--- config.mk ---
export PLATFORM = sky130hd
export DESIGN_NAME = minibyte_regfile
export DESIGN_NICKNAME = d
export VERILOG_FILES = /design/src/rtl/minibyte_pkg.sv /design/src/rtl/minibyte_pc.sv /design/src/rtl/minibyte_regfile.sv
export SDC_FILE = /design/constraint.sdc
export NUM_CORES = 1
export LEC_CHECK = 0
export CAP_MARGIN = 20
export CORE_ASPECT_RATIO = 0.75
export CORE_MARGIN = 4
export CORE_UTILIZATION = 42
export DETAILED_ROUTE_END_ITERATION = 8
export GPL_TIMING_DRIVEN = 0
export PLACE_DENSITY = 0.88
export SLEW_MARGIN = 20
export SYNTH_ARGS = -nofsm -noshare
export SYNTH_HDL_FRONTEND = slang
export SYNTH_SLANG_ARGS = --single-unit
--- constraint.sdc ---
create_clock -name clk_in -period 1.5 [get_ports clk_in]
set_input_delay 0.15 -clock clk_in [delete_from_list [all_inputs] [get_ports clk_in]]
set_output_delay 0.15 -clock clk_in [all_outputs]
set_load 0.02 [all_outputs]
--- src/rtl/minibyte_pkg.sv ---
// Shared constants for the minibyte register block.
// Latency: n/a (constants only).
// Backpressure: n/a (no handshake in this block).
package minibyte_pkg;

  // Default data/address width of A, M, PC, IR and the main bus.
  localparam int MB_WIDTH = 8;

  // addr_mux_in encodings.
  localparam logic ADDR_SEL_PC = 1'b0;
  localparam logic ADDR_SEL_M  = 1'b1;

  // dbg_sel_in encodings for the debug readback mux.
  localparam logic [1:0] DBG_SEL_A  = 2'd0;
  localparam logic [1:0] DBG_SEL_M  = 2'd1;
  localparam logic [1:0] DBG_SEL_PC = 2'd2;
  localparam logic [1:0] DBG_SEL_IR = 2'd3;

endpackage

--- src/rtl/minibyte_pc.sv ---
// Program counter: load, increment, hold, wrap pulse.
// Latency: 1 cycle from strobe to pc_out / wrap_out.
// Backpressure: none; the caller gates strobes (e.g. debug halt).
//
// Ports:
//   clk_in, rst_in    clock, synchronous active-high reset (PC <= PC_RST)
//   load_in           load PC from load_val_in (wins over inc_in)
//   inc_in            PC <= PC + 1 modulo 2^WIDTH
//   load_val_in       value loaded on load_in
//   pc_out            registered PC
//   wrap_out          one-cycle pulse after an increment from all-ones
module minibyte_pc
  import minibyte_pkg::*;
#(
  parameter int               WIDTH  = MB_WIDTH,
  parameter logic [WIDTH-1:0] PC_RST = '0
) (
  input  logic             clk_in,
  input  logic             rst_in,
  input  logic             load_in,
  input  logic             inc_in,
  input  logic [WIDTH-1:0] load_val_in,
  output logic [WIDTH-1:0] pc_out,
  output logic             wrap_out
);

  localparam logic [WIDTH-1:0] PC_ONE = {{(WIDTH-1){1'b0}}, 1'b1};

  logic [WIDTH-1:0] pc_d, pc_q;
  logic             wrap_d, wrap_q;

  always_comb begin
    pc_d   = pc_q;
    wrap_d = 1'b0;
    if (load_in) begin
      pc_d = load_val_in;
    end else if (inc_in) begin
      pc_d   = pc_q + PC_ONE;
      // The pulse marks the cycle in which PC has just rolled over to zero.
      wrap_d = &pc_q;
    end
  end

  always_ff @(posedge clk_in) begin
    if (rst_in) begin
      pc_q   <= PC_RST;
      wrap_q <= 1'b0;
    end else begin
      pc_q   <= pc_d;
      wrap_q <= wrap_d;
    end
  end

  assign pc_out   = pc_q;
  assign wrap_out = wrap_q;

endmodule

--- src/rtl/minibyte_regfile.sv ---
// Architectural registers (A, M, PC, IR) for the minibyte CPU, driven by CU strobes.
// Latency: loads visible 1 cycle after the strobe; addr_out and flags are combinational.
// Backpressure: none; optional debug halt (MINIBYTE_DBG_EN) freezes all state.
//
// Ports:
//   clk_in, rst_in         clock, synchronous active-high reset
//   main_buss_in           ALU result bus, source of every load
//   set_a/m/pc/ir_in       load strobes; any combination allowed
//   inc_pc_in              PC increment (set_pc_in has priority)
//   addr_mux_in            ADDR_SEL_PC / ADDR_SEL_M select for addr_out
//   a/m/pc_out, ir_op_buss_out   register values
//   addr_out               memory address mux
//   alu_flag_z/n_out       flags from registered A
//   pc_wrap_out            one-cycle PC rollover pulse
//   dbg_halt_in, dbg_sel_in, dbg_data_out   only with MINIBYTE_DBG_EN defined
module minibyte_regfile
  import minibyte_pkg::*;
#(
  parameter int               WIDTH  = MB_WIDTH,
  parameter logic [WIDTH-1:0] PC_RST = '0
) (
  input  logic             clk_in,
  input  logic             rst_in,
  input  logic [WIDTH-1:0] main_buss_in,
  input  logic             set_a_in,
  input  logic             set_m_in,
  input  logic             set_pc_in,
  input  logic             set_ir_in,
  input  logic             inc_pc_in,
  input  logic             addr_mux_in,
  output logic [WIDTH-1:0] a_out,
  output logic [WIDTH-1:0] m_out,
  output logic [WIDTH-1:0] pc_out,
  output logic [WIDTH-1:0] ir_op_buss_out,
  output logic [WIDTH-1:0] addr_out,
  output logic             alu_flag_z_out,
  output logic             alu_flag_n_out,
`ifdef MINIBYTE_DBG_EN
  input  logic             dbg_halt_in,
  input  logic [1:0]       dbg_sel_in,
  output logic [WIDTH-1:0] dbg_data_out,
`endif
  output logic             pc_wrap_out
);

  // Single enable that gates every state change; reset bypasses it.
  logic run;
`ifdef MINIBYTE_DBG_EN
  assign run = ~dbg_halt_in;
`else
  assign run = 1'b1;
`endif

  logic [WIDTH-1:0] a_d, a_q;
  logic [WIDTH-1:0] m_d, m_q;
  logic [WIDTH-1:0] ir_d, ir_q;
  logic [WIDTH-1:0] pc_val;

  always_comb begin
    a_d  = a_q;
    m_d  = m_q;
    ir_d = ir_q;
    if (run && set_a_in)  a_d  = main_buss_in;
    if (run && set_m_in)  m_d  = main_buss_in;
    if (run && set_ir_in) ir_d = main_buss_in;
  end

  always_ff @(posedge clk_in) begin
    if (rst_in) begin
      a_q  <= '0;
      m_q  <= '0;
      ir_q <= '0;
    end else begin
      a_q  <= a_d;
      m_q  <= m_d;
      ir_q <= ir_d;
    end
  end

  minibyte_pc #(
    .WIDTH  (WIDTH),
    .PC_RST (PC_RST)
  ) u_pc (
    .clk_in      (clk_in),
    .rst_in      (rst_in),
    .load_in     (run & set_pc_in),
    .inc_in      (run & inc_pc_in),
    .load_val_in (main_buss_in),
    .pc_out      (pc_val),
    .wrap_out    (pc_wrap_out)
  );

  assign a_out          = a_q;
  assign m_out          = m_q;
  assign pc_out         = pc_val;
  assign ir_op_buss_out = ir_q;

  assign addr_out = (addr_mux_in == ADDR_SEL_M) ? m_q : pc_val;

  // Flags look only at the registered A, never at the bus being loaded.
  assign alu_flag_z_out = (a_q == '0);
  assign alu_flag_n_out = a_q[WIDTH-1];

`ifdef MINIBYTE_DBG_EN
  always_comb begin
    dbg_data_out = a_q;
    case (dbg_sel_in)
      DBG_SEL_A:  dbg_data_out = a_q;
      DBG_SEL_M:  dbg_data_out = m_q;
      DBG_SEL_PC: dbg_data_out = pc_val;
      DBG_SEL_IR: dbg_data_out = ir_q;
      default:    dbg_data_out = a_q;
    endcase
  end
`endif

endmodule
==> flow_metrics.tcl <==
set metrics [dict create \
    status "complete, but fails checks" \
    violations "setup timing" \
    via_count 1302 \
    cp_data_required_time_ns 1.35 \
    htreeDepth 2 \
    cts.sinks 33 \
    antenna_found_initial 0 \
    netlist_area_um2 1420 \
    tightest_slew_ns 0.612 \
    fillers 287 \
    ys_types 26 \
    cts_buffers 5 \
    cts_max_path_buffers 2 \
    relSlewSlack 0.592 \
    grt_pass1_vias 1317 \
    endpoint_kind "primary output" \
    grt_remaining_overflow 0 \
    place_area_um2 1990 \
    rrSetupSlack_ns 0.12 \
    antenna_cells 0 \
    synthCells 146 \
    ir_worst_vdd_mv 0.612 \
    place_inst 238 \
    drtPass1Iterations 5 \
    die_w_um 75.2 \
    holdPathEnd "u_pc.pc_out[0]" \
    rsz0062_at_grt "yes" \
    fin_hold_ws_ns 0.207 \
    crit_fanout 3 \
    yosysSeqAreaShare 0.464 \
    grt_use_total 0.186 \
    drive_gt1_frac 0.126 \
    postCtsHoldBufs 0 \
    cts_tree "built" \
    synth_seq_cells 33 \
    routed_via_density 5.27 \
    die_height_um 58.4 \
    arrival_ns 1.37 \
    drc 0 \
    clock_latency_ns 0.28 \
    drv_cap 0 \
    yosysTopAreaCell "dfxtp_1" \
    final_antenna_net_count 0 \
    setup_viol 1 \
    layout-area-overhead-vs-synth_pct 47.5 \
    drtIter0Drc 76 \
    rows 18 \
    die-area_um2 4400 \
    hp-class "in -> reg" \
    synth_nets 163 \
    design_area_um2 2100 \
    synth_edf_count 0 \
    ys_warn_count 0 \
    grt_pass1_wl_um 6200 \
    start_kind "register" \
    skew_ns 0.00111 \
    async_flop_share 0 \
    powerDensity_nw_per_um2 973 \
    ys_top_cells_by_area "dfxtp_1, mux2i_1, nor2_1" \
    worstSetupPathType "reg -> out" \
    final_core_util 0.643 \
    wire_per_inst_um 15.7 \
    synth_ff_type "dfxtp_1" \
    layout_common_cells "clkdlybuf4s50_1, nor2_1, dfxtp_1" \
    p_leak_nw 0.957 \
    r2r-end "u_pc.pc_out[6]" \
    finalHoldViolations 0 \
    clock-root-buffer "clkbuf_8" \
    period_needed_ns 1.52 \
    whs_path_depth 4 \
    setup_ws_ns -0.0189 \
    final_common_cell "clkdlybuf4s50_1" \
    totalWireLength_um 3880 \
    fin_cells 247 \
    reg2reg_depth 4 \
    synth.avg_cell_area_um2 9.75 \
    dp_hpwl_um 2870 \
    fmax_mhz 658 \
    fin_nets 223 \
    ios 59 \
    period_share 1.01 \
    synth.top_cell.area_share 0.464 \
    grt_max_degree 11 \
    io_buffers 52 \
    start_util 0.436 \
    min_from "inc_pc_in" \
    final-max-slew-violation-count 0 \
    gp_congestion 0.760 \
    crit-reg2reg-launch "u_pc.pc_out[0]" \
    core-area_um2 3270 \
    path_clk_slew_ns 0.06 \
]
==> Yosys cell counts (2+ instances only) <==
cell      count
or4_1         3
nor2_1       29
o21ai_0       3
xor2_1        4
mux2i_1      24
a211oi_1      3
clkbuf_1      9
nand4_1       3
a21oi_1       3
nand3_1       4
dfxtp_1      33
mux2_2        9
nand2_1       5
or3_1         2
==> metal layers <==
layer  vias to the layer above  wire length, um  GRT usage
met5                         -                0          0
met4                         0               21     0.0374
met3                         6              356     0.0734
met2                        62             1740      0.285
met1                       606             1760      0.249
li1                        628                -          -
==> worst max path at each step <==
| stage | from | end | cells after the start |
|---|---|---|---|
| after floorplan | u_pc.pc_out[0] | u_pc.pc_out[6] | 4 |
| after global placement | set_pc_in | u_pc.pc_out[7] | 4 |
| after detailed placement | set_pc_in | u_pc.pc_out[7] | 4 |
| after CTS | a_out[7] | alu_flag_z_out | 3 |
| after global routing | a_out[2] | alu_flag_z_out | 3 |
| final | a_out[2] | alu_flag_z_out | 3 |
==> state kept, by name, indices dropped and copies added, names as in the netlist <==
name / count
a_out: 8
ir_op_buss_out: 8
m_out: 8
u_pc.pc_out: 8
u_pc.wrap_out: 1
==> worst max-delay path: stages, from the launching register on <==
cell and delay [ns]:
dfxtp_2 0.32, or4_1 0.52, nor2_1 0.11, buf_4 0.14
==> per-stage QoR <==
step	TNS, ns	setup WS [ns]	power (mW)
floorplan	0	0.0205	1.23
global placement	-1.29	-0.241	1.45
detailed placement	-1.55	-0.286	1.46
CTS	-0.0365	-0.0365	2.06
global route	-0.0958	-0.0958	2.14
finish	-0.0189	-0.0189	2.04
==> kinds of logic after synthesis <==
family | after synthesis | share of synthesized area
buffers and inverters | 12 | 0.0395
and+or+nand+nor | 50 | 0.165
AOI/OAI and AO/OA | 13 | 0.0580
muxes | 33 | 0.240
xor gates and xnor gates | 4 | 0.0246
adders and majority gates | 1 | 0.00879
DFF | 33 | 0.464
==> area by class of cell <==
class	instances	area, um2	area share
Tap cell	40	50.0	0.0238
Clock buffer	8	80.1	0.0381
Buffer	11	52.6	0.0250
Inverter	1	3.75	0.00179
Multi-Input combinational cell	101	709	0.338
Timing Repair Buffer	53	529	0.252
Sequential cell	33	676	0.322
==> timing repair <==
item / in CTS / in global routing
gates resized for setup: 19 / 11
endpoints found under the setup margin: 15 / 9
setup buffers: 0 / 1
pin swaps: 0 / 2
==> power by group <==
part | internal, mW | switching (mW) | total (mW) | leakage (nW)
registers | 0.931 | 0.0527 | 0.983 | 0.276
logic | 0.213 | 0.229 | 0.442 | 0.642
clock network | 0.329 | 0.289 | 0.618 | 0.0395
Note: power is estimated with default switching activity, not from simulation.
